--- src/rtl/pipe_adder_pkg.sv ---
// pipe_adder_pkg: shared constants, the stage-count helper and the stage register layout
// for pipelined_chunk_adder.
//   PIPE_ADDER_WIDTH / PIPE_ADDER_CHUNK : default operand width and bits per stage
//   stages(width, chunk)                : number of pipeline stages (width / chunk)
//   pipe_stage_t                        : one stage register at the default width. The top
//                                         declares the same layout at its own WIDTH.
package pipe_adder_pkg;

   localparam int unsigned PIPE_ADDER_WIDTH = 16;
   localparam int unsigned PIPE_ADDER_CHUNK = 4;

   function automatic int unsigned stages(input int unsigned width, input int unsigned chunk);
      return width / chunk;
   endfunction

   typedef struct packed {
      logic                        valid;
      logic                        carry;
      logic [PIPE_ADDER_WIDTH-1:0] psum;  // sum chunks already produced
      logic [PIPE_ADDER_WIDTH-1:0] opa;   // operand chunks not yet added
      logic [PIPE_ADDER_WIDTH-1:0] opb;
   } pipe_stage_t;

endpackage

--- src/rtl/chunk_adder.sv ---
// chunk_adder: CHUNK-bit combinational ripple-carry adder built from full adders.
//   a, b : operand chunks
//   cin  : carry into bit 0
//   s    : sum chunk
//   cout : carry out of bit CHUNK-1
//   cmsb : carry into bit CHUNK-1 (signed-overflow detection)
module chunk_adder #(
   parameter int unsigned CHUNK = 4
) (
   input  logic [CHUNK-1:0] a,
   input  logic [CHUNK-1:0] b,
   input  logic             cin,
   output logic [CHUNK-1:0] s,
   output logic             cout,
   output logic             cmsb
);

   always_comb begin
      logic c;
      c    = cin;
      s    = '0;
      cmsb = cin;
      for (int i = 0; i < CHUNK; i++) begin
         if (i == CHUNK - 1) cmsb = c;
         s[i] = a[i] ^ b[i] ^ c;
         c    = (a[i] & b[i]) | (c & (a[i] ^ b[i]));
      end
      cout = c;
   end

endmodule

--- src/rtl/pipelined_chunk_adder.sv ---
// pipelined_chunk_adder: sum = a + b + cin over WIDTH bits, split into CHUNK-bit ripple
// segments with one register stage per segment; one add per clock behind valid/ready.
//   clk, rst             : rising-edge clock, synchronous active-high reset
//   in_valid / in_ready  : input handshake (in_ready is combinational)
//   a, b, cin            : operands and carry-in
//   out_valid / out_ready: output handshake
//   sum, cout            : registered result and carry out of bit WIDTH-1
//   ovf                  : registered signed overflow, only when PIPE_ADDER_OVF_EN is defined
module pipelined_chunk_adder
   import pipe_adder_pkg::*;
#(
   parameter int unsigned WIDTH = PIPE_ADDER_WIDTH,
   parameter int unsigned CHUNK = PIPE_ADDER_CHUNK
) (
   input  logic             clk,
   input  logic             rst,
   input  logic             in_valid,
   output logic             in_ready,
   input  logic [WIDTH-1:0] a,
   input  logic [WIDTH-1:0] b,
   input  logic             cin,
   output logic             out_valid,
   input  logic             out_ready,
   output logic [WIDTH-1:0] sum,
`ifdef PIPE_ADDER_OVF_EN
   output logic             ovf,
`endif
   output logic             cout
);

   localparam int unsigned STAGES = stages(WIDTH, CHUNK);

   if (CHUNK == 0 || (WIDTH % CHUNK) != 0) begin : g_bad_cfg
      $error("pipelined_chunk_adder: WIDTH must be a non-zero multiple of CHUNK");
   end

   typedef struct packed {
      logic             valid;
      logic             carry;
      logic [WIDTH-1:0] psum;
      logic [WIDTH-1:0] opa;
      logic [WIDTH-1:0] opb;
   } stage_t;

   stage_t           st_q  [STAGES];
   stage_t           st_in [STAGES];  // what each stage sees from its predecessor
   stage_t           st_d  [STAGES];
   logic [CHUNK-1:0] cs    [STAGES];
   logic             co    [STAGES];
`ifdef PIPE_ADDER_OVF_EN
   logic             cm    [STAGES];
`else
   logic             cm_unused [STAGES];
`endif

   logic en;

   // Whole pipeline advances together; a held result freezes everything behind it.
   assign out_valid = st_q[STAGES-1].valid;
   assign en        = !out_valid || out_ready;
   assign in_ready  = en;

   always_comb begin
      st_in[0]       = '0;
      st_in[0].valid = in_valid;
      st_in[0].carry = cin;
      st_in[0].opa   = a;
      st_in[0].opb   = b;
      for (int k = 1; k < STAGES; k++) st_in[k] = st_q[k-1];
   end

   for (genvar k = 0; k < STAGES; k++) begin : g_stage
      chunk_adder #(
         .CHUNK (CHUNK)
      ) u_chunk (
         .a    (st_in[k].opa[k*CHUNK +: CHUNK]),
         .b    (st_in[k].opb[k*CHUNK +: CHUNK]),
         .cin  (st_in[k].carry),
         .s    (cs[k]),
         .cout (co[k]),
`ifdef PIPE_ADDER_OVF_EN
         .cmsb (cm[k])
`else
         .cmsb (cm_unused[k])
`endif
      );
   end

   always_comb begin
      for (int k = 0; k < STAGES; k++) begin
         st_d[k]                          = st_in[k];
         st_d[k].psum[k*CHUNK +: CHUNK]   = cs[k];
         st_d[k].carry                    = co[k];
      end
   end

   // Data only loads behind a valid item, so bubbles never disturb the outputs.
   always_ff @(posedge clk) begin
      if (rst) begin
         for (int k = 0; k < STAGES; k++) st_q[k] <= '0;
      end else if (en) begin
         for (int k = 0; k < STAGES; k++) begin
            st_q[k].valid <= st_d[k].valid;
            if (st_d[k].valid) begin
               st_q[k].carry <= st_d[k].carry;
               st_q[k].psum  <= st_d[k].psum;
               st_q[k].opa   <= st_d[k].opa;
               st_q[k].opb   <= st_d[k].opb;
            end
         end
      end
   end

   assign sum  = st_q[STAGES-1].psum;
   assign cout = st_q[STAGES-1].carry;

`ifdef PIPE_ADDER_OVF_EN
   logic ovf_q;

   // Final stage's MSB carry-in is the carry into bit WIDTH-1.
   always_ff @(posedge clk) begin
      if (rst) begin
         ovf_q <= 1'b0;
      end else if (en && st_in[STAGES-1].valid) begin
         ovf_q <= cm[STAGES-1] ^ co[STAGES-1];
      end
   end

   assign ovf = ovf_q;
`endif

endmodule

--- config.mk ---
export PLATFORM = sky130hd
export DESIGN_NAME = pipelined_chunk_adder
export DESIGN_NICKNAME = d
export VERILOG_FILES = /design/src/rtl/pipe_adder_pkg.sv /design/src/rtl/chunk_adder.sv /design/src/rtl/pipelined_chunk_adder.sv
export SDC_FILE = /design/constraint.sdc
export NUM_CORES = 1
export LEC_CHECK = 0
export CAP_MARGIN = 25
export CORE_MARGIN = 3
export CORE_UTILIZATION = 40
export DETAILED_ROUTE_END_ITERATION = 16
export GPL_ROUTABILITY_DRIVEN = 0
export GPL_TIMING_DRIVEN = 0
export PLACE_DENSITY = 0.6
export SETUP_SLACK_MARGIN = 0.2
export SLEW_MARGIN = 40
export SYNTH_ARGS = -nofsm -noshare
export SYNTH_HDL_FRONTEND = slang
export SYNTH_HIERARCHICAL = 1
export SYNTH_SLANG_ARGS = --single-unit
--- constraint.sdc ---
create_clock -name clk -period 2.8 [get_ports clk]
set_input_delay 0.28 -clock clk [delete_from_list [all_inputs] [get_ports clk]]
set_output_delay 0.28 -clock clk [all_outputs]
set_load 0.02 [all_outputs]
# Yosys cells after proc, flatten, opt, wreduce, memory -nomap -nowiden
# Memories as Yosys holds them, arrays and structs flattened.
# Index checks and enable logic that the tools add are counted.
[word_totals]
reg_bits = 0
ram_bits = 200
memories = 1
[op_classes]
n_mux = 41
n_bitwise = 100
n_reduce_logical = 2
[mem_list]
columns = ["memory", "words", "word_bits", "read_ports", "rd_clocked_by_memory_dff", "wr", "line", "text"]
rows = [
  ["st_q", 4, 50, 4, 0, 4, "pipelined_chunk_adder.sv:45", "stage_t st_q [STAGES];"],
]
[ops]
columns = ["op", "n"]
rows = [
  ["16-bit 2-to-1 mux", 12],
  ["1-bit OR", 36],
  ["1-bit AND", 32],
  ["1-bit bitwise XOR", 32],
  ["1-bit 2-to-1 mux", 29],
  ["1-bit logical NOT", 1],
  ["1-bit logical OR", 1],
]

# Longest topological paths before layout
# An unclocked memory read counts as a cell.
[logic_depth]
word_depth = 11
mapped_depth = 7
ltp_nobuf = 7

# Cells and area by module
# Netlist, hierarchy kept.
[modules_own_cells]
columns = ["module", "n_inst", "cells_each", "area_each_um2", "seq_area_each_um2"]
rows = [
  ["pipelined_chunk_adder", 1, 225, 4065.1, 2882.8],
  ["chunk_adder", 4, 12, 110.1, 0.0],
]

# Least setup slack after synthesis
# OpenSTA, ideal clock, no wires.
[synth_timing]
kind = "reg2reg"
start = "memory st_q[1][24] in the netlist's numbering"
end = "memory st_q[2][43] in the netlist's numbering (data pin)"
t_arrival_ns = 1.848
required_time_ns = 2.538
setup_slack_ns = 0.691
stages_incl_launch_ff = 8
cell_sequence = "edfxtp_1 -> fa_1 -> inv_1 -> fa_1 -> fa_1 -> inv_1 -> fa_1 -> nor3b_1"
[synth_lines]
columns = ["item", "line"]
rows = [
  ["start, declared", "pipelined_chunk_adder.sv:45"],
]

==> flow_results.xml <==
<?xml version="1.0" encoding="UTF-8"?>
<metrics>
  <group name="routing">
    <metric name="drc" unit="">0</metric>
    <metric name="drt_pre_antenna_iters" unit="">4</metric>
    <metric name="finalWirelength" unit="mm">7.25</metric>
    <metric name="wl_per_cell" unit="um">15.1</metric>
    <metric name="via_count" unit="">2188</metric>
    <metric name="avg_vias_per_cell" unit="">4.56</metric>
    <metric name="drc_violation_total_after_the_first_tritonroute_iteration" unit="">94</metric>
    <metric name="drt.antenna.violating_nets" unit="">0</metric>
  </group>
  <group name="floorplan">
    <metric name="floorplan.die_area" unit="um2">12600</metric>
    <metric name="die_w" unit="um">112</metric>
    <metric name="core_area" unit="um2">10900</metric>
    <metric name="rows" unit="">38</metric>
    <metric name="design.portCount" unit="">56</metric>
    <metric name="fp.dieH" unit="um">112</metric>
    <metric name="initial_utilization" unit="%">41.2</metric>
  </group>
  <group name="global_routing">
    <metric name="grt_pass1_wl" unit="mm">12.3</metric>
    <metric name="grt_max_degree" unit="">30</metric>
    <metric name="grt.overflow.total" unit="">0</metric>
    <metric name="global_route.usage.total" unit="%">12.7</metric>
    <metric name="antenna_violations_before_repair" unit="">0</metric>
    <metric name="first_global_vias" unit="">2377</metric>
  </group>
  <group name="final_layout">
    <metric name="max_flop_register" unit="">st_q</metric>
    <metric name="max_reg_flops" unit="">96</metric>
    <metric name="final_layout_size_suffix_gt1_share" unit="%">23.5</metric>
    <metric name="fill_cells" unit="">950</metric>
    <metric name="layout.nets" unit="">391</metric>
    <metric name="layout_top_registers" unit="">st_q (96)</metric>
    <metric name="area_growth_syn_to_layout" unit="%">21.3</metric>
    <metric name="antenna_cells" unit="">0</metric>
  </group>
  <group name="clocking">
    <metric name="numCtsBuffers" unit="">9</metric>
    <metric name="post_cts_hold_buffer_count" unit="">0</metric>
    <metric name="cts.sinks" unit="">96</metric>
    <metric name="postCtsSetupRepairBufs" unit="">0</metric>
    <metric name="max-clock-path-buffers" unit="">2</metric>
    <metric name="clock_insertion_delay_worst_skew" unit="ps">340</metric>
    <metric name="path_clk_slew" unit="ps">60</metric>
    <metric name="cts_resized" unit="">0</metric>
    <metric name="tritoncts" unit="">done</metric>
    <metric name="ctsRootBufferMaster" unit="">clkbuf_16</metric>
    <metric name="cts_max_level" unit="">3</metric>
  </group>
  <group name="critical_path">
    <metric name="worstPathRequired" unit="ps">2880</metric>
    <metric name="worst-endpoint-arrival" unit="ps">2390</metric>
    <metric name="crit_path_start" unit="">a[0]</metric>
    <metric name="setup.worst_path.end" unit="">st_q[0][35]</metric>
    <metric name="timing.critical_path.from_type" unit="">primary input</metric>
    <metric name="timing.setup.critical_path_class" unit="">primary input to register</metric>
    <metric name="slack_of_the_worst_reg_to_reg_path" unit="ps">550</metric>
    <metric name="ff2ff_path_depth" unit="">7</metric>
    <metric name="crit-reg2reg-capture" unit="">st_q[1][39]</metric>
    <metric name="regToRegStartpoint" unit="">st_q[0][20]</metric>
    <metric name="timing.critical_path.fanout_max" unit="">1</metric>
    <metric name="crit_path_end_kind" unit="">register</metric>
  </group>
  <group name="run">
    <metric name="cap_viol_max_count" unit="">0</metric>
  </group>
  <group name="place">
    <metric name="pre_cts_slack" unit="ps">126</metric>
    <metric name="dp_hpwl" unit="mm">5.13</metric>
    <metric name="placement.io_buffers" unit="">54</metric>
  </group>
  <group name="hold_path">
    <metric name="holdCritPathClass" unit="">primary input to register</metric>
    <metric name="timing.hold.worst_path_depth" unit="">3</metric>
  </group>
  <group name="sta">
    <metric name="timing_worst_slew_pin_value" unit="ps">777</metric>
    <metric name="setup-violations-final" unit="">0</metric>
    <metric name="final.setup_skew" unit="ps">6.57</metric>
    <metric name="setup_total_neg_slack" unit="ps">0</metric>
    <metric name="slew_headroom" unit="%">48.2</metric>
    <metric name="fin_crit_sh" unit="%">82.3</metric>
    <metric name="drv_slew" unit="">0</metric>
    <metric name="final_period_minus_worst_setup_slack" unit="ps">2300</metric>
    <metric name="max_clock_freq" unit="GHz">0.434</metric>
    <metric name="setup_ws" unit="ps">495</metric>
    <metric name="final-hold-violation-count" unit="">0</metric>
    <metric name="grt_setup_unrepaired" unit="">false</metric>
  </group>
  <group name="logic_synthesis">
    <metric name="synthCells" unit="">273</metric>
    <metric name="synthesized_netlist_net_count" unit="">326</metric>
    <metric name="yosysUniqueCellTypes" unit="">13</metric>
    <metric name="synth.cell_area" unit="um2">4510</metric>
    <metric name="syn_avg_cell_area" unit="um2">16.5</metric>
    <metric name="ys.warnings.count" unit="">6</metric>
    <metric name="synth_sequential_area_ratio" unit="%">64.0</metric>
    <metric name="ffs_latches_synth" unit="">96</metric>
  </group>
  <group name="outcome">
    <metric name="status" unit="">finished clean</metric>
  </group>
  <group name="pwr">
    <metric name="power_leakage" unit="nW">1.96</metric>
    <metric name="vdd_ir_drop_max" unit="mV">0.277</metric>
    <metric name="power_density" unit="nW/um2">560</metric>
  </group>
</metrics>
==> how the worst min path moves through the flow <==
| stage | endpoint | startpoint | slack [ps] |
|---|---|---|---|
| detailed placement | st_q[3][41] | st_q[2][41] | 550 |
| global route | st_q[2][12] | rst | 430 |
| global placement | st_q[1][30] | st_q[0][30] | 560 |
| finish | st_q[2][12] | rst | 410 |
| CTS | st_q[2][12] | rst | 410 |
| floorplan | st_q[0][10] | b[10] | 520 |
==> layout make-up <==
type	instances	area (um2)	share of cell area (%)
Sequential cell	96	2880	52.7
Multi-Input combinational cell	122	1330	24.3
Timing Repair Buffer	54	541	9.89
Clock buffer	11	233	4.26
Tap cell	140	175	3.20
Buffer	22	173	3.16
Inverter	33	124	2.27
Clock inverter	2	10.0	0.183
==> layout by cell type, fill, tap and decap left out <==
| cell | n |
|---|---|
| clkbuf_1 | 2 |
| a21o_1 | 2 |
| nor3b_1 | 53 |
| clkdlybuf4s50_1 | 54 |
| buf_2 | 12 |
| edfxtp_1 | 96 |
| nand2b_1 | 1 |
| inv_2 | 1 |
| fa_1 | 16 |
| inv_1 | 32 |
| clkbuf_16 | 9 |
| nor3b_2 | 39 |
| buf_6 | 10 |
| nor2_1 | 4 |
| nand2b_4 | 4 |
| nor2b_4 | 1 |
| a21o_2 | 2 |
| clkinv_2 | 2 |
==> worst max-delay path, cell delays in order <==
cell and delay (ps):
clkdlybuf4s50_1 480, fa_1 170, inv_1 50, fa_1 380
fa_1 380, inv_1 80, fa_1 410, nor3b_1 150
==> cells in the mapped netlist <==
| cell | number | area (um2) |
|---|---|---|
| nor3b_2 | 39 | 488 |
| nor2_1 | 4 | 15.0 |
| inv_1 | 32 | 120 |
| a21o_1 | 4 | 30.0 |
| nor2b_4 | 1 | 13.8 |
| fa_1 | 16 | 320 |
| nand2b_1 | 1 | 6.26 |
| buf_6 | 10 | 113 |
| nor3b_1 | 53 | 398 |
| buf_2 | 12 | 60.1 |
| edfxtp_1 | 96 | 2880 |
| nand2b_4 | 4 | 55.1 |
| inv_2 | 1 | 3.75 |
==> report_power, final <==
group | switching (mW) | total, mW | internal (mW)
clock network | 0.466 | 1.05 | 0.584
logic | 0.145 | 0.304 | 0.159
registers | 0.0261 | 1.71 | 1.68
total | 0.637 | 3.06 | 2.43
==> logic make-up after synthesis <==
group                    synth area share, %
AO/OA/AOI/OAI                          0.667
adder cells (fa/ha/maj)                 7.11
buffers and inverters                   6.58
flip-flops                              64.0
AND/OR/NAND/NOR                         21.7
==> metrics by stage <==
step                power, mW  instances  cell area (um2)  hold WS (ps)  util (%)
detailed placement       2.05        467             5220           551      47.8
finish                   3.06        480             5470           414      50.0
floorplan                1.92        273             4510           519         -
global route             3.19        480             5470           429      50.0
global placement         2.04        467             5220           560      47.7
CTS                      3.10        480             5470           409      50.0
==> layer usage <==
layer | part of all wire (%) | vias up | track usage [%]
met3 | 3.8 | 11 | 2.91
met4 | 1.6 | 0 | 5.77
met1 | 47 | 1029 | 17.1
met2 | 47 | 52 | 19.9
met5 | 0 | - | 0
li1 | - | 1096 | -
Power figures use the tool's default switching activity.
